===== config.mk =====
export PLATFORM = sky130hd
export DESIGN_NAME = multi_cycle_control
export DESIGN_NICKNAME = d
export VERILOG_FILES = /design/src/rtl/multi_cycle_control.sv
export SDC_FILE = /design/constraint.sdc
export NUM_CORES = 1
export LEC_CHECK = 0
export CORE_MARGIN = 3
export CORE_UTILIZATION = 34
export CTS_CLUSTER_DIAMETER = 120
export DETAILED_ROUTE_END_ITERATION = 10
export GPL_TIMING_DRIVEN = 0
export HOLD_SLACK_MARGIN = 0.15
export PLACE_DENSITY = 0.7
export SYNTH_ARGS = -nofsm -noshare
export SYNTH_HDL_FRONTEND = slang
export SYNTH_SLANG_ARGS = --single-unit

===== constraint.sdc =====
create_clock -name clk -period 1.6 [get_ports clk]
set_input_delay 0.48 -clock clk [delete_from_list [all_inputs] [get_ports clk]]
set_output_delay 0.48 -clock clk [all_outputs]
set_load 0.03 [all_outputs]

===== src/rtl/multi_cycle_control.sv =====
// Main control FSM of the multi-cycle CPU: sequences FETCH, DECODE, execute, writeback.
// Optional macro MULTI_CYCLE_CTRL_TRAP_EN: unknown opcodes park in TRAP and raise illegal_op.
module multi_cycle_control #(
  parameter logic [5:0] OP_RTYPE = 6'b000000,
  parameter logic [5:0] OP_LW    = 6'b100011,
  parameter logic [5:0] OP_SW    = 6'b101011,
  parameter logic [5:0] OP_BEQ   = 6'b000100,
  parameter logic [5:0] OP_J     = 6'b000010,
  parameter logic [5:0] OP_ADDI  = 6'b001000
) (
  input  logic       clk,
  input  logic       rst,
  input  logic [5:0] op,
  input  logic       mem_ready,
  output logic       IRWrite,
  output logic       PCWrite,
  output logic       PCWriteCond,
  output logic       IorD,
  output logic       MemRead,
  output logic       MemWrite,
  output logic       MemtoReg,
  output logic       RegDst,
  output logic       RegWrite,
  output logic       ALUSrcA,
  output logic [1:0] ALUSrcB,
  output logic [1:0] ALUOp,
  output logic [1:0] PCSource,
`ifdef MULTI_CYCLE_CTRL_TRAP_EN
  output logic       illegal_op,
`endif
  output logic [3:0] state_dbg
);

  typedef enum logic [3:0] {
    S_IDLE   = 4'd0,
    S_FETCH  = 4'd1,
    S_DECODE = 4'd2,
    S_MEMADR = 4'd3,
    S_MEMRD  = 4'd4,
    S_MEMWB  = 4'd5,
    S_MEMWR  = 4'd6,
    S_EXEC   = 4'd7,
    S_ALUWB  = 4'd8,
    S_BRANCH = 4'd9,
    S_JUMP   = 4'd10,
    S_ADDIEX = 4'd11,
    S_ADDIWB = 4'd12,
    S_TRAP   = 4'd13
  } state_t;

  state_t state;

  assign state_dbg = state;

  always_ff @(posedge clk or posedge rst) begin
    if (rst) begin
      state <= S_IDLE;
    end else begin
      case (state)
        S_IDLE:   state <= S_FETCH;
        S_FETCH:  if (mem_ready) state <= S_DECODE;
        S_DECODE: begin
          if (op == OP_LW || op == OP_SW) state <= S_MEMADR;
          else if (op == OP_RTYPE)        state <= S_EXEC;
          else if (op == OP_BEQ)          state <= S_BRANCH;
          else if (op == OP_J)            state <= S_JUMP;
          else if (op == OP_ADDI)         state <= S_ADDIEX;
          else begin
`ifdef MULTI_CYCLE_CTRL_TRAP_EN
            state <= S_TRAP;
`else
            state <= S_FETCH;
`endif
          end
        end
        // IR is stable here, so op still identifies load versus store.
        S_MEMADR: state <= (op == OP_LW) ? S_MEMRD : S_MEMWR;
        S_MEMRD:  if (mem_ready) state <= S_MEMWB;
        S_MEMWB:  state <= S_FETCH;
        S_MEMWR:  if (mem_ready) state <= S_FETCH;
        S_EXEC:   state <= S_ALUWB;
        S_ALUWB:  state <= S_FETCH;
        S_BRANCH: state <= S_FETCH;
        S_JUMP:   state <= S_FETCH;
        S_ADDIEX: state <= S_ADDIWB;
        S_ADDIWB: state <= S_FETCH;
        S_TRAP:   state <= S_TRAP;
        default:  state <= S_IDLE;
      endcase
    end
  end

  // Outputs decode straight from the state register, so reset clears them at once;
  // only IRWrite/PCWrite in FETCH also look at mem_ready.
  always_comb begin
    IRWrite     = 1'b0;
    PCWrite     = 1'b0;
    PCWriteCond = 1'b0;
    IorD        = 1'b0;
    MemRead     = 1'b0;
    MemWrite    = 1'b0;
    MemtoReg    = 1'b0;
    RegDst      = 1'b0;
    RegWrite    = 1'b0;
    ALUSrcA     = 1'b0;
    ALUSrcB     = 2'b00;
    ALUOp       = 2'b00;
    PCSource    = 2'b00;
    case (state)
      S_FETCH: begin
        MemRead = 1'b1;
        ALUSrcB = 2'b01;
        IRWrite = mem_ready;
        PCWrite = mem_ready;
      end
      S_DECODE: ALUSrcB = 2'b11;
      S_MEMADR, S_ADDIEX: begin
        ALUSrcA = 1'b1;
        ALUSrcB = 2'b10;
      end
      S_MEMRD: begin
        MemRead = 1'b1;
        IorD    = 1'b1;
      end
      S_MEMWB: begin
        RegWrite = 1'b1;
        MemtoReg = 1'b1;
      end
      S_MEMWR: begin
        MemWrite = 1'b1;
        IorD     = 1'b1;
      end
      S_EXEC: begin
        ALUSrcA = 1'b1;
        ALUOp   = 2'b10;
      end
      S_ALUWB: begin
        RegWrite = 1'b1;
        RegDst   = 1'b1;
      end
      S_ADDIWB: RegWrite = 1'b1;
      S_BRANCH: begin
        ALUSrcA     = 1'b1;
        ALUOp       = 2'b01;
        PCWriteCond = 1'b1;
        PCSource    = 2'b01;
      end
      S_JUMP: begin
        PCWrite  = 1'b1;
        PCSource = 2'b10;
      end
      default: ;
    endcase
  end

`ifdef MULTI_CYCLE_CTRL_TRAP_EN
  assign illegal_op = (state == S_TRAP);
`endif

endmodule


# After elaboration in Yosys (flattened, before gate mapping)
# Cells that the tools add are included.
# W data, S select, Z words.
# totals
ff_bits	4
# classes
n_eq_ne	21
n_mux	23
n_reduce_logical	10
# ops
op	count
$pmux W4 S9	1
$mux W4	8
$eq A4 B4 Y1 const B	6
$eq A4 B3 Y1 const B	4
$eq A6 B6 Y1 const B	2
$mux W1	9
$eq A4 B2 Y1 const B	2
$pmux W2 S2	2
$eq A6 B2 Y1 const B	1
$eq A6 B3 Y1 const B	1
$eq A6 B4 Y1 const B	1
$logic_not A6 Y1	1
$ne A2 B2 Y1 const B	3
$pmux W2 S3	1
$reduce_or A2 Y1	3
$reduce_or A6 Y1	1
$eq A4 B1 Y1 const B	1
$logic_not A4 Y1	1
$reduce_or A4 Y1	1
$reduce_and A3 Y1	1
$reduce_or A3 Y1	1
$mux W2	1
$pmux W1 S2	1
$logic_or A1 B1 Y1	1

# Longest topological paths before layout
# Gate-level depths: netlist of the first run.
# depth
depth_word	7
ltp_mapped	5
mapped_depth_nobuf	3

# Worst setup path after synthesis of the first run
# No wires, ideal clock.
# synth_timing
kind	register to output
startpoint	register state[0] (netlist: state_dbg[0])
endpoint	output port ALUOp[0]
t_arrival_ns	2.046
required_time_ns	1.120
setup_slack_ns	-0.926
stages_incl_launch_ff	6
path_cell_list	dfrtp_1 > buf_2 > buf_2 > nand2_1 > nor3_1 > buf_4
# synth_via
elab_chain_cells	2
# synth_lines
item	line_no	text
start: declaration	51	state_t state;
start signal: assignment	77	S_MEMADR: state <= (op == OP_LW) ? S_MEMRD : S_MEMWR;
$eq A4 B4 Y1 / $eq A4 B3 Y1 (equally long branches)	109	case (state)
$pmux W2 S2 (*)	109	
end: declaration	26	output logic [1:0] ALUOp,
# Every way passes the cells marked *; elsewhere a longest branch is shown, timed or not.

# Worst setup path in the final report of the first run
# layout_timing
startpoint	register state[3] (netlist: state_dbg[3])
endpoint	output port PCWrite
# layout_via
elab_chain_cells	2
# layout_lines
item	line_no	text
$eq A4 B4 Y1 / $eq A4 B1 Y1 (equally long branches)	109	
$pmux W1 S2 (*)	109	
end: declaration	16	output logic PCWrite,
# Marks and branches as above.

==> metrics.md, run 1 <==
| Metric | Value |
|---|---|
| Outcome | `finished, violations left` |
| Failing checks | `negative setup slack` |
| Detail Placement HPWL | `1260 um` |
| Worst slew pin tran | `0.412 ns` |
| Starting Density | `39.2%` |
| Hold buffers post-CTS | `0` |
| CTS Buf Count | `3` |
| Design Area, Final | `0.00138 mm2` |
| Antenna viol nets, final | `0` |
| Routed via count | `916` |
| Global-route wire length before repair | `3440 um` |
| Worst rel slew slack | `72.3%` |
| Kind of start point of the critical path | `flip-flop` |
| CTS max path bufs | `2` |
| Die height | `46.4 um` |
| Area of the die | `0.00215 mm2` |
| Post-synthesis sequential area ratio | `18.1%` |
| Net count after synthesis | `81` |
| Synthesized instance count | `72` |
| Achievable clock frequency | `499 MHz` |
| P_int | `1.74 mW` |
| Number of H-tree levels | `1` |
| Sequential share of power | `5.9%` |
| Max-cap violations | `0` |
| Die W | `46.4 um` |
| Antenna violations before repair | `0` |
| Worst skew pair latency | `0.26 ns` |
| Synthesized-area fraction occupied by adder cells | `0%` |
| Initial drt markers | `35` |
| RD Place Congestion | `0.796` |
| PD cells | `2440 mW/mm2` |
| # rows | `13` |
| CP arrival | `1.52 ns` |
| Final Max Tran Viols | `0` |
| Share of cells above drive strength 1 | `63.5%` |
| Buffers on Ports | `28` |
| Final setup vio count | `19` |
| Psw | `1.62 mW` |
| Synth Area per Inst | `7.70 um2` |
| Crit end category | `output pin` |
| DR WL/cell | `25.5 um` |
| Flop2flop setup slack | `-0.07 ns` |
| Setup Skew | `0.00117 ns` |
| Final wirelength | `3600 um` |
| Fillers | `24` |
| Mux cell area share after synthesis | `0%` |
| Simple-Gate Fraction of Synth Area | `44.2%` |
| Synth top area share | `18.1%` |
| Max reg flops | `4` |
| Main synth FF type | `dfrtp_1` |
| IO Pins | `29` |
| Synth async-reset ratio | `100%` |
| Core footprint | `0.00142 mm2` |
| Post-synth cell types | `39` |
| Cell Area, Placed | `0.00102 mm2` |
| Worst-path cell chain | `buf_8, nand2b_4, nor4b_4, or2_4, buf_6` |
| CTS tree | `yes` |
| Post-synth EDFFs | `0` |
| Crit path largest cell delay | `0.42 ns` |
| Largest family of logic cells by synthesized area | `simple AND/OR/NAND/NOR gates` |
| Gate power share | `89.8%` |
| Final Hold Vio Count | `0` |
| Pleak | `0.607 nW` |
| Overall power | `3.36 mW` |
| GRT Total Usage | `23.0%` |
| CTS Root Cell | `clkbuf_4` |
| Vias per std cell | `6.50` |
| Nets@finish | `137` |
| Drt pass-1 iters | `4` |
| Largest net degree at the start of global routing | `11` |
| Crit Path Max Fanout | `5` |
| Ant. Diodes | `0` |
| Setup ws final | `-0.404 ns` |
| Synthesis-to-layout area growth | `148%` |
| Final min period | `2.00 ns` |
| Post-synthesis xor/xnor area fraction | `4.74%` |
| Hold Path Class | `in -> async` |
| Register bit total from synthesis | `4` |
| Leading area contributor after synthesis | `dfrtp_1` |
| Ranking of synthesized cells by area | `dfrtp_1 (18%), buf_4 (6.8%), nand2_1 (4.7%)` |
| Reg clk slew, reported paths | `0.04 ns` |
| Critical path's slowest cell | `dfrtp_2` |
| VDD IR-drop max | `0.00169 V` |
| Critical path type | `reg -> out` |
| Residual DRC | `0` |
| Clock share of power | `4.3%` |
| CP required | `1.12 ns` |
| Synth Cell Area | `554 um2` |
| Sw Share | `48.3%` |
| Post-synthesis compound-gate area fraction | `19.9%` |
| Ys Warns | `0` |
| Final worst path period share | `125%` |
| Congestion Overflow GR | `0` |
| RSZ-0062 raised after global routing | `yes` |
| Number of global-route vias before repair | `744` |
| Clk sink count | `4` |
[routing by layer]
metal / vias up / routed length (um) / global-route usage [%]
met2: 86 / 1770 / 40.1
met5: - / 0 / 0
li1: 368 / - / -
met4: 0 / 208 / 7.39
met3: 26 / 344 / 6.64
met1: 436 / 1270 / 26.4
[final cells by class]
cell class	instances	area [um2]	share of cell area (%)
buffer	10	159	11.6
timing repair buffer	51	514	37.4
sequential	4	105	7.64
inverter	1	3.75	0.273
multi-input combinational	57	552	40.1
tap	15	18.8	1.36
clock buffer	3	22.5	1.64
[worst paths after layout]
kind                                           from                  endpoint  cells past startpoint
max                        state_dbg[3]$_DFFE_PP0P_                   PCWrite                      5
max reg2reg                state_dbg[3]$_DFFE_PP0P_  state_dbg[1]$_DFFE_PP0P_                      6
max in group asynchronous                       rst  state_dbg[3]$_DFFE_PP0P_                      2
min in group clk           state_dbg[0]$_DFFE_PP0P_  state_dbg[0]$_DFFE_PP0P_                      3
min                                             rst  state_dbg[0]$_DFFE_PP0P_                      2
min reg2reg                state_dbg[0]$_DFFE_PP0P_  state_dbg[0]$_DFFE_PP0P_                      3
[cells in the mapped netlist, types with 2 or more instances]
cell type	n
a21oi_1	2
and3_1	2
buf_2	4
buf_4	5
dfrtp_1	4
nand2_1	7
nand2b_1	3
nor2_1	6
nor2b_1	2
nor3_1	5
o21ai_0	3
xnor2_1	2
[placed cells by master (no fill, tap or decap), types with 2 or more instances in the layout]
cell / instances
buf_6: 23
nand2_1: 5
and3_1: 2
o21ai_0: 3
nor2_1: 3
clkbuf_4: 3
nor2_4: 3
dlygate4sd2_1: 5
nand2b_4: 3
buf_12: 6
nand2_2: 2
nor3_4: 5
dfrtp_2: 4
clkdlybuf4s50_1: 7
buf_4: 16
buf_8: 4
[power by group through the flow]
stage,Sequential (mW),Clock [mW],Combinational (mW)
floorplan,0.278,0,1.39
detailed placement,0.190,0,2.00
CTS,0.194,0.132,2.47
global route,0.205,0.146,3.13
global placement,0.184,0,2.00
finish,0.200,0.143,3.02
[through the flow]
step | util, % | hold slack, ns | TNS (ns) | setup slack, ns | cells
5_1_grt | 97.2 | 0.450 | -5.86 | -0.435 | 141
2_1_floorplan | - | 0.246 | -2.08 | -0.377 | 72
3_5_place_dp | 72.3 | 0.683 | -9.66 | -0.992 | 115
3_3_place_gp | 72.3 | 0.669 | -9.38 | -0.998 | 115
4_1_cts | 87.4 | 0.429 | -3.70 | -0.328 | 129
6_report | 97.2 | 0.439 | -5.29 | -0.404 | 141
[logic make-up after synthesis]
| kind of cell | count (synthesis) |
|---|---|
| flip-flops | 4 |
| XOR/XNOR | 3 |
| AND/OR/NAND/NOR | 39 |
| buffers and inverters | 11 |
| AO/OA/AOI/OAI | 15 |
[timing repair]
action / 4_1_cts / 5_1_grt
setup endpoints to repair: 20 / 18
pin swaps: 5 / 10
cloned: 0 / 0
buffers inserted: 11 / 13
gates resized for setup: 136 / 9
[critical path, delay by kind of cell (launching register included)]
kind / cells / cell delay, ns
simple gates: 3 / 0.59
flops: 1 / 0.42
buf+inv: 2 / 0.26
(Power assumes the default switching activity.)
==> inputs of run 2 (changes only) <==
- CORE_UTILIZATION: 34 -> 41
- CTS_CLUSTER_SIZE: default -> 12
- PLACE_DENSITY: 0.7 -> 0.8
- clock period: 1.6 -> 2.5 ns (I/O delays scaled with it)
==> run 2 against run 1 <==
  * The flow now finishes without violations
  * Sequential share of layout area grew 3.8 points
  * Critical path depth did not move
  * Global-route usage fell by 5.5 points
  * Total power fell by 65%
  * Clock skew is 0.0027 ns higher
  * Utilization is 23 points lower
  * Wire length is 59% lower
  * Critical endpoint is now ALUSrcB[0]
  * Largest power group unchanged
==> metrics.md, run 2 (same netlist as run 1, synthesis figures left out) <==
| Metric | Value |
|---|---|
| Hold buffers post-CTS | `0 (unchanged)` |
| # rows | `12 (-1)` |
| Highest-count cells in the layout ignoring fill and taps | `clkdlybuf4s50_1 (11), dlygate4sd2_1 (9), nand2_1 (7)` |
| Max-cap violations | `0 (unchanged)` |
| Initial drt markers | `10 (-71%)` |
| Register area | `100 um2 (-4.8%)` |
| Worst skew pair latency | `0.24 ns (-0.02 ns)` |
| Number of global-route vias before repair | `585 (-21%)` |
| Worst-path cell chain | `buf_2, buf_4, xnor2_1, nor3_1, dlygate4sd2_1` |
| Fillers | `109 (+350%)` |
| Final wirelength | `1470 um (-59%)` |
| Buffers on Ports | `28 (unchanged)` |
| CTS max path bufs | `2 (unchanged)` |
| Critical path's slowest cell | `dlygate4sd2_1` |
| Residual DRC | `0 (unchanged)` |
| CP required | `1.75 ns (+0.63 ns)` |
| Critical path origin | `state_dbg[1]$_DFFE_PP0P_` |
| Antenna violations before repair | `0 (unchanged)` |
| Crit Path Max Fanout | `10 (+5)` |
| Synthesis-to-layout area growth | `58.5%` |
| Cell Area, Placed | `866 um2 (-15%)` |
| Postcts setup bufs | `0 (-11)` |
| Largest net degree at the start of global routing | `11 (unchanged)` |
| Kind of start point of the critical path | `flip-flop` |
| Commonest non-fill, non-tap cell in the layout | `clkdlybuf4s50_1` |
| Reg-to-Reg Start | `state_dbg[0]$_DFFE_PP0P_` |
| Worst rel slew slack | `78.5% (+6.2 points)` |
| Multi-input gate area | `395 um2 (-28%)` |
| Vias per std cell | `5.54 (-15%)` |
| GRT Total Usage | `17.5% (-5.5 points)` |
| Detail Placement HPWL | `1100 um (-12%)` |
| Pleak | `0.426 nW (-30%)` |
| Min Hold Slack | `0.686 ns (+0.247 ns)` |
| CP delay by family, top | `buffers and inverters` |
| Nets@finish | `114 (-17%)` |
| VDD IR-drop max | `0.000601 V (-64%)` |
| Max reg flops | `4 (unchanged)` |
| Final setup vio count | `0 (-19)` |
| Area of the die | `0.00183 mm2 (-15%)` |
| CTS Buf Count | `3 (unchanged)` |
| Ant. Diodes | `0 (unchanged)` |
| Die W | `42.8 um (-7.8%)` |
| Final Max Tran Viols | `0 (unchanged)` |
| Final worst path period share | `95.7%` |
| Hold Path Class | `in -> async` |
| IO Pins | `29 (unchanged)` |
| Crit end category | `output pin` |
| CP Buf/Inv Count | `3 (+1)` |
| Reg clk slew, reported paths | `0.04 ns (about the same)` |
| Worst slew pin tran | `0.322 ns (-0.0896 ns)` |
| Final Hold Vio Count | `0 (unchanged)` |
| Drt pass-1 iters | `4 (unchanged)` |
| Outcome | `finished clean` |
| Final min period | `2.39 ns` |
| RSZ-0062 raised after global routing | `no` |
| Design Area, Final | `878 um2 (-36%)` |
| Setup Skew | `0.00388 ns (+0.00271 ns)` |
| PD cells | `1350 mW/mm2 (-45%)` |
| Final core utilization | `74.1% (-23 points)` |
| Share of cells above drive strength 1 | `23.3% (-40 points)` |
| Crit path largest cell delay | `0.42 ns (about the same)` |
| Die height | `42.8 um (-7.8%)` |
| DR WL/cell | `12.6 um (-51%)` |
| Achievable clock frequency | `418 MHz` |
| CP arrival | `1.64 ns (+0.12 ns)` |
| Global-route wire length before repair | `2480 um (-28%)` |
| CTS Root Cell | `clkbuf_4` |
| Routed via count | `648 (-29%)` |
| Congestion Overflow GR | `0 (unchanged)` |
| CTS tree | `yes` |
| Critical path type | `reg -> out` |
| Clk sink count | `4 (unchanged)` |
| Antenna viol nets, final | `0 (unchanged)` |
| RD Place Congestion | `0.813 (+2.1%)` |
| Starting Density | `46.7% (+7.6 points)` |
| Core footprint | `0.00119 mm2 (-16%)` |
| Number of H-tree levels | `1 (unchanged)` |
[run 2: cell types whose count changed in the layout (fill, tap and decap cells not counted), moves of 3 or more]
cell / previous run / this run
dlygate4sd2_1: 5 / 9
buf_8: 4 / 0
buf_6: 23 / 1
dfrtp_2: 4 / 0
clkdlybuf4s50_1: 7 / 11
nor3_1: 0 / 4
clkdlybuf4s15_2: 0 / 3
dfrtp_1: 0 / 4
nor2_1: 3 / 6
buf_12: 6 / 0
nor3_4: 5 / 0
nor2_4: 3 / 0
buf_4: 16 / 5
[run 2: per-layer routing]
metal | global-route usage [%] | part of all wire (%) | vias to the layer above | wire [um]
met5 | 0 | 0 | - | 0
met4 | 7.45 | 1.8 | 0 | 26
met3 | 2.97 | 6.1 | 5 | 90
met1 | 21.0 | 43 | 293 | 627
met2 | 29.9 | 49 | 28 | 727
li1 | - | - | 322 | -
[run 2: report_power, final]
part / switching (mW) / internal, mW / leakage, nW
Clock: 0.0260 / 0.0536 / 0.0138
Combinational: 0.596 / 0.398 / 0.362
Sequential: 0.0145 / 0.0946 / 0.0503
Total: 0.637 / 0.546 / 0.426
[run 2: worst paths after layout]
kind                            cells after the start  slack, ns                        to
worst max-delay path                                5       0.11                ALUSrcB[0]
worst min-delay path                                2       0.69  state_dbg[1]$_DFFE_PP0P_
worst max register to register                      3       1.23  state_dbg[1]$_DFFE_PP0P_
worst min register to register                      4       0.73  state_dbg[3]$_DFFE_PP0P_
max in group asynchronous                           2       1.67  state_dbg[2]$_DFFE_PP0P_
min in group clk                                    4       0.73  state_dbg[3]$_DFFE_PP0P_
[run 2: final cells by class]
type	instances	share of cell area (%)
Multi-Input combinational cell	57	45.0
Timing Repair Buffer	28	30.2
Sequential cell	4	11.4
Buffer	10	8.40
Clock buffer	3	2.56
Tap cell	14	1.99
Inverter	1	0.427
[run 2: worst register-to-register path, cell delays in order (launching register included)]
cell      delay, ns
dfrtp_1        0.37
clkbuf_4       0.19
or4_1          0.55
o211ai_2       0.08
[run 2: metrics by stage]
step	instances	total power, mW	setup slack, ns	setup TNS (ns)
CTS	117	1.18	-0.00142	-0.00142
detailed placement	114	1.16	-0.591	-1.24
global route	117	1.26	0.00398	0
floorplan	72	0.823	0.0287	0
finish	117	1.18	0.107	0
global placement	114	1.14	-0.607	-1.20
[run 2: repair_timing]
action                     in CTS  in global routing
resized for setup              23                  8
pin swaps                       0                  0
setup endpoints to repair      15                  8
==> inputs of run 3 (changes only) <==
--- a/config.mk
+++ b/config.mk
@@ -6,12 +6,13 @@
 export NUM_CORES = 1
 export LEC_CHECK = 0
-export CORE_MARGIN = 3
-export CORE_UTILIZATION = 41
+export ABC_AREA = 1
+export CORE_AREA = 3 3 40 42
 export CTS_CLUSTER_DIAMETER = 120
 export CTS_CLUSTER_SIZE = 12
 export DETAILED_ROUTE_END_ITERATION = 10
+export DIE_AREA = 0 0 43 45
 export GPL_TIMING_DRIVEN = 0
 export HOLD_SLACK_MARGIN = 0.15
-export PLACE_DENSITY = 0.8
+export PLACE_DENSITY = 0.76
 export SYNTH_ARGS = -nofsm -noshare
 export SYNTH_HDL_FRONTEND = slang
==> constraint.sdc (replaced) <==
create_clock -name clk -period 2.5 [get_ports clk]
set_input_delay 0.75 -clock clk [delete_from_list [all_inputs] [get_ports clk]]
set_output_delay 0.75 -clock clk [all_outputs]
set_load 0.02 [all_outputs]
==> run 3 against run 2 <==
  * Sequential share of layout area increased by 0.99 points
  * Die area up 5.8%
  * Count of clock-buffer cells in the layout did not move
  * Area after synthesis shrank 10%
  * Clock skew rose by 0.010 ns
  * Combinational power is 39% lower
  * Clock power up 5.5%
  * Register-to-register slack about the same
  * Worst hold slack got worse by 0.024 ns
  * First-iteration DRC count rose by 60%
  * Via count is 1.2% higher
==> metrics.md, run 3 <==
| Metric | Value |
|---|---|
| Outcome | `finished clean` |
| PD cells | `1020 mW/mm2 (-24%)` |
| Hold Path Class | `reg -> reg` |
| Number of H-tree levels | `1 (unchanged)` |
| Die W | `43 um (+0.54%)` |
| Psw | `451 uW (-29%)` |
| Global-route wire length before repair | `2340 um (-5.6%)` |
| Achievable clock frequency | `415 MHz (-0.70%)` |
| Worst-path cell chain | `clkdlybuf4s50_1, inv_1, o22ai_1, buf_2` |
| Commonest non-fill, non-tap cell in the layout | `nor2_1` |
| Final Hold Vio Count | `0 (unchanged)` |
| Register bit total from synthesis | `4 (unchanged)` |
| Antenna violations before repair | `0 (unchanged)` |
| Postcts setup bufs | `0 (unchanged)` |
| Crit path largest cell delay | `0.50 ns (+0.08 ns)` |
| Detail Placement HPWL | `1180 um (+7.0%)` |
| RD Place Congestion | `0.806 (-0.82%)` |
| Min Hold Slack | `0.661 ns (-0.0245 ns)` |
| Antenna viol nets, final | `0 (unchanged)` |
| Post-synth cell types | `19 (-51%)` |
| Critical path type | `in -> out` |
| IO Pins | `29 (unchanged)` |
| RSZ-0062 raised after global routing | `no` |
| Area of the die | `0.00194 mm2 (+5.8%)` |
| CTS Root Cell | `clkbuf_4` |
| Max reg flops | `4 (unchanged)` |
| Post-synth EDFFs | `0 (unchanged)` |
| CTS max path bufs | `2 (unchanged)` |
| CP required | `1.75 ns (about the same)` |
| DR WL/cell | `11.0 um (-12%)` |
| Initial drt markers | `16 (+6)` |
| CP arrival | `1.66 ns (+0.02 ns)` |
| Net count after synthesis | `96 (+19%)` |
| Worst rel slew slack | `83.4% (+4.9 points)` |
| CP Buf/Inv Count | `3 (unchanged)` |
| Drt pass-1 iters | `4 (unchanged)` |
| Residual DRC | `0 (unchanged)` |
| Final wirelength | `1470 um (-0.20%)` |
| P_int | `372 uW (-32%)` |
| Largest net degree at the start of global routing | `8 (-3)` |
| Setup ws final | `0.0897 ns (-0.0168 ns)` |
| Synth async-reset ratio | `100% (unchanged)` |
| Ranking of synthesized cells by area | `dfrtp_1 (20%), nor2_1 (14%), nand2_1 (11%)` |
| CTS Buf Count | `3 (unchanged)` |
| Nets@finish | `129 (+13%)` |
| Sequential share of power | `16.1% (+6.9 points)` |
| Number of global-route vias before repair | `559 (-4.4%)` |
| Overall power | `823 uW (-30%)` |
| Leading area contributor after synthesis | `dfrtp_1` |
| Clock share of power | `10.2% (+3.5 points)` |
| Final core utilization | `62.9% (-11 points)` |
| Main synth FF type | `dfrtp_1` |
| R2R depth | `7 (+4)` |
| Post-synthesis sequential area ratio | `20.2% (+2.1 points)` |
| Reg2reg end | `state_dbg[2]$_DFFE_PP0P_` |
| Hold EP | `state_dbg[2]$_DFFE_PP0P_` |
| Pre-CTS setup slack | `-0.363 ns (+0.228 ns)` |
| Clk sink count | `4 (unchanged)` |
| Buffers on Ports | `28 (unchanged)` |
| Starting Density | `38.7% (-8.1 points)` |
| Die height | `45 um (+5.2%)` |
| Share of cells above drive strength 1 | `16.9% (-6.4 points)` |
| Final min period | `2.41 ns (+0.0168 ns)` |
| GRT Total Usage | `16.6% (-0.92 points)` |
| Pleak | `0.492 nW (+16%)` |
| Flop2flop setup slack | `1.24 ns (about the same)` |
| Core footprint | `0.00128 mm2 (+8.3%)` |
| VDD IR-drop max | `0.000469 V (-22%)` |
| Worst slew pin tran | `0.249 ns (-0.0736 ns)` |
| Reg-to-Reg Start | `state_dbg[3]$_DFFE_PP0P_` |
| # rows | `13 (+1)` |
| Final Max Tran Viols | `0 (unchanged)` |
| Gate power share | `73.7% (-10 points)` |
| Routed via count | `656 (+1.2%)` |
| Synth Area per Inst | `5.71 um2 (-26%)` |
| Crit Path Max Fanout | `4 (-6)` |
| Highest-count cells in the layout ignoring fill and taps | `nor2_1 (19), nand2_1 (14), clkdlybuf4s50_1 (14)` |
| Synthesis-to-layout area growth | `62.7%` |
| Final setup vio count | `0 (unchanged)` |
| Ant. Diodes | `0 (unchanged)` |
| Most numerous cell in the Yosys netlist | `nor2_1` |
| Critical path's slowest cell | `clkdlybuf4s50_1` |
| Synth Cell Area | `497 um2 (-10%)` |
| Final worst path period share | `96.4% (+0.67 points)` |
| Vias per std cell | `4.93 (-11%)` |
| Hold Crit Depth | `2` |
| Max-cap violations | `0 (unchanged)` |
| Reg clk slew, reported paths | `0.03 ns (about the same)` |
| Worst skew pair latency | `0.25 ns (about the same)` |
| Synth top area share | `20.2% (+2.1 points)` |
| Congestion Overflow GR | `0 (unchanged)` |
| Kind of start point of the critical path | `input pin` |
| Most frequent cells after synthesis | `nor2_1 (19), nand2_1 (14), inv_1 (13)` |
| Sw Share | `54.9% (+1.0 points)` |
| CTS tree | `yes` |
| Hold path startpoint | `state_dbg[2]$_DFFE_PP0P_` |
| Ys Warns | `0 (unchanged)` |
| Setup Skew | `0.0140 ns (+0.0101 ns)` |
| CP delay by family, top | `buffers and inverters` |
| Synthesized instance count | `87 (+21%)` |
| Crit end category | `output pin` |
==> run 3: cell count changes after synthesis, sizes merged, moves of 6 or more <==
cell,change
nand2,+11
o21ai,+6
nand3,+6
buf,-8
inv,+15
nor2,+17
==> run 3: power groups by stage <==
stage	Combinational, mW	Sequential (mW)	Clock [mW]
after floorplan	0.370	0.153	0
final	0.607	0.132	0.0841
after CTS	0.613	0.131	0.0839
after global placement	0.646	0.132	0
after global routing	0.664	0.137	0.0923
after detailed placement	0.654	0.132	0
==> run 3: cell type report <==
| type | count | area (um2) |
|---|---|---|
| Tap cell | 15 | 18.8 |
| Buffer | 2 | 15.0 |
| Clock buffer | 3 | 22.5 |
| Timing Repair Buffer | 28 | 270 |
| Multi-Input combinational cell | 65 | 322 |
| Sequential cell | 4 | 100 |
| Fill cell | 138 | 477 |
| Inverter | 16 | 60.1 |
==> run 3: cells by family (layout without fill, tap and decap cells) <==
logic type,Yosys count,after routing,synth area share (%)
and+or+nand+nor,51,51,46.9
AOI/OAI and AO/OA,14,14,17.9
DFF,4,4,20.2
buffers and inverters,18,49,15.1
==> run 3: per-stage QoR <==
step	cells	TNS (ns)	instance area, um2
global placement	130	-0.669	796
finish	133	0	808
CTS	133	0	805
global route	133	0	808
detailed placement	130	-0.697	796
floorplan	87	0	497
==> run 3: what timing repair did <==
| action | 4_1_cts | 5_1_grt |
|---|---|---|
| endpoints found under the setup margin | 10 | 5 |
| gates resized for setup | 15 | 5 |
| gates cloned | 0 | 0 |
| hold buffers | 0 | 0 |
| pin swaps | 0 | 0 |
==> run 3: worst reg2reg max path, cell delays in order (launching register included) <==
cell,delay (ns)
dfrtp_1,0.44
inv_1,0.11
nand2_1,0.16
nor2_1,0.07
nor2_1,0.09
nand2_1,0.06
o21ai_1,0.11
o21ai_1,0.07
==> run 3: layer usage <==
metal	routed length, um	up-vias	global-route usage [%]
met3	149	4	4.38
met4	38	0	13.3
met1	580	275	18.3
met2	699	38	26.9
li1	-	339	-
met5	0	-	0
==> run 3: how the worst max path moves through the flow <==
stage,startpoint,end,slack [ns],cells past startpoint
after global routing,state_dbg[1]$_DFFE_PP0P_,PCSource[0],0.004,5
final,mem_ready,PCWrite,0.09,4
after floorplan,state_dbg[0]$_DFFE_PP0P_,ALUOp[0],0.33,5
after CTS,state_dbg[3]$_DFFE_PP0P_,ALUOp[1],0.01,4
after global placement,mem_ready,PCWrite,-0.35,4
after detailed placement,mem_ready,PCWrite,-0.36,4
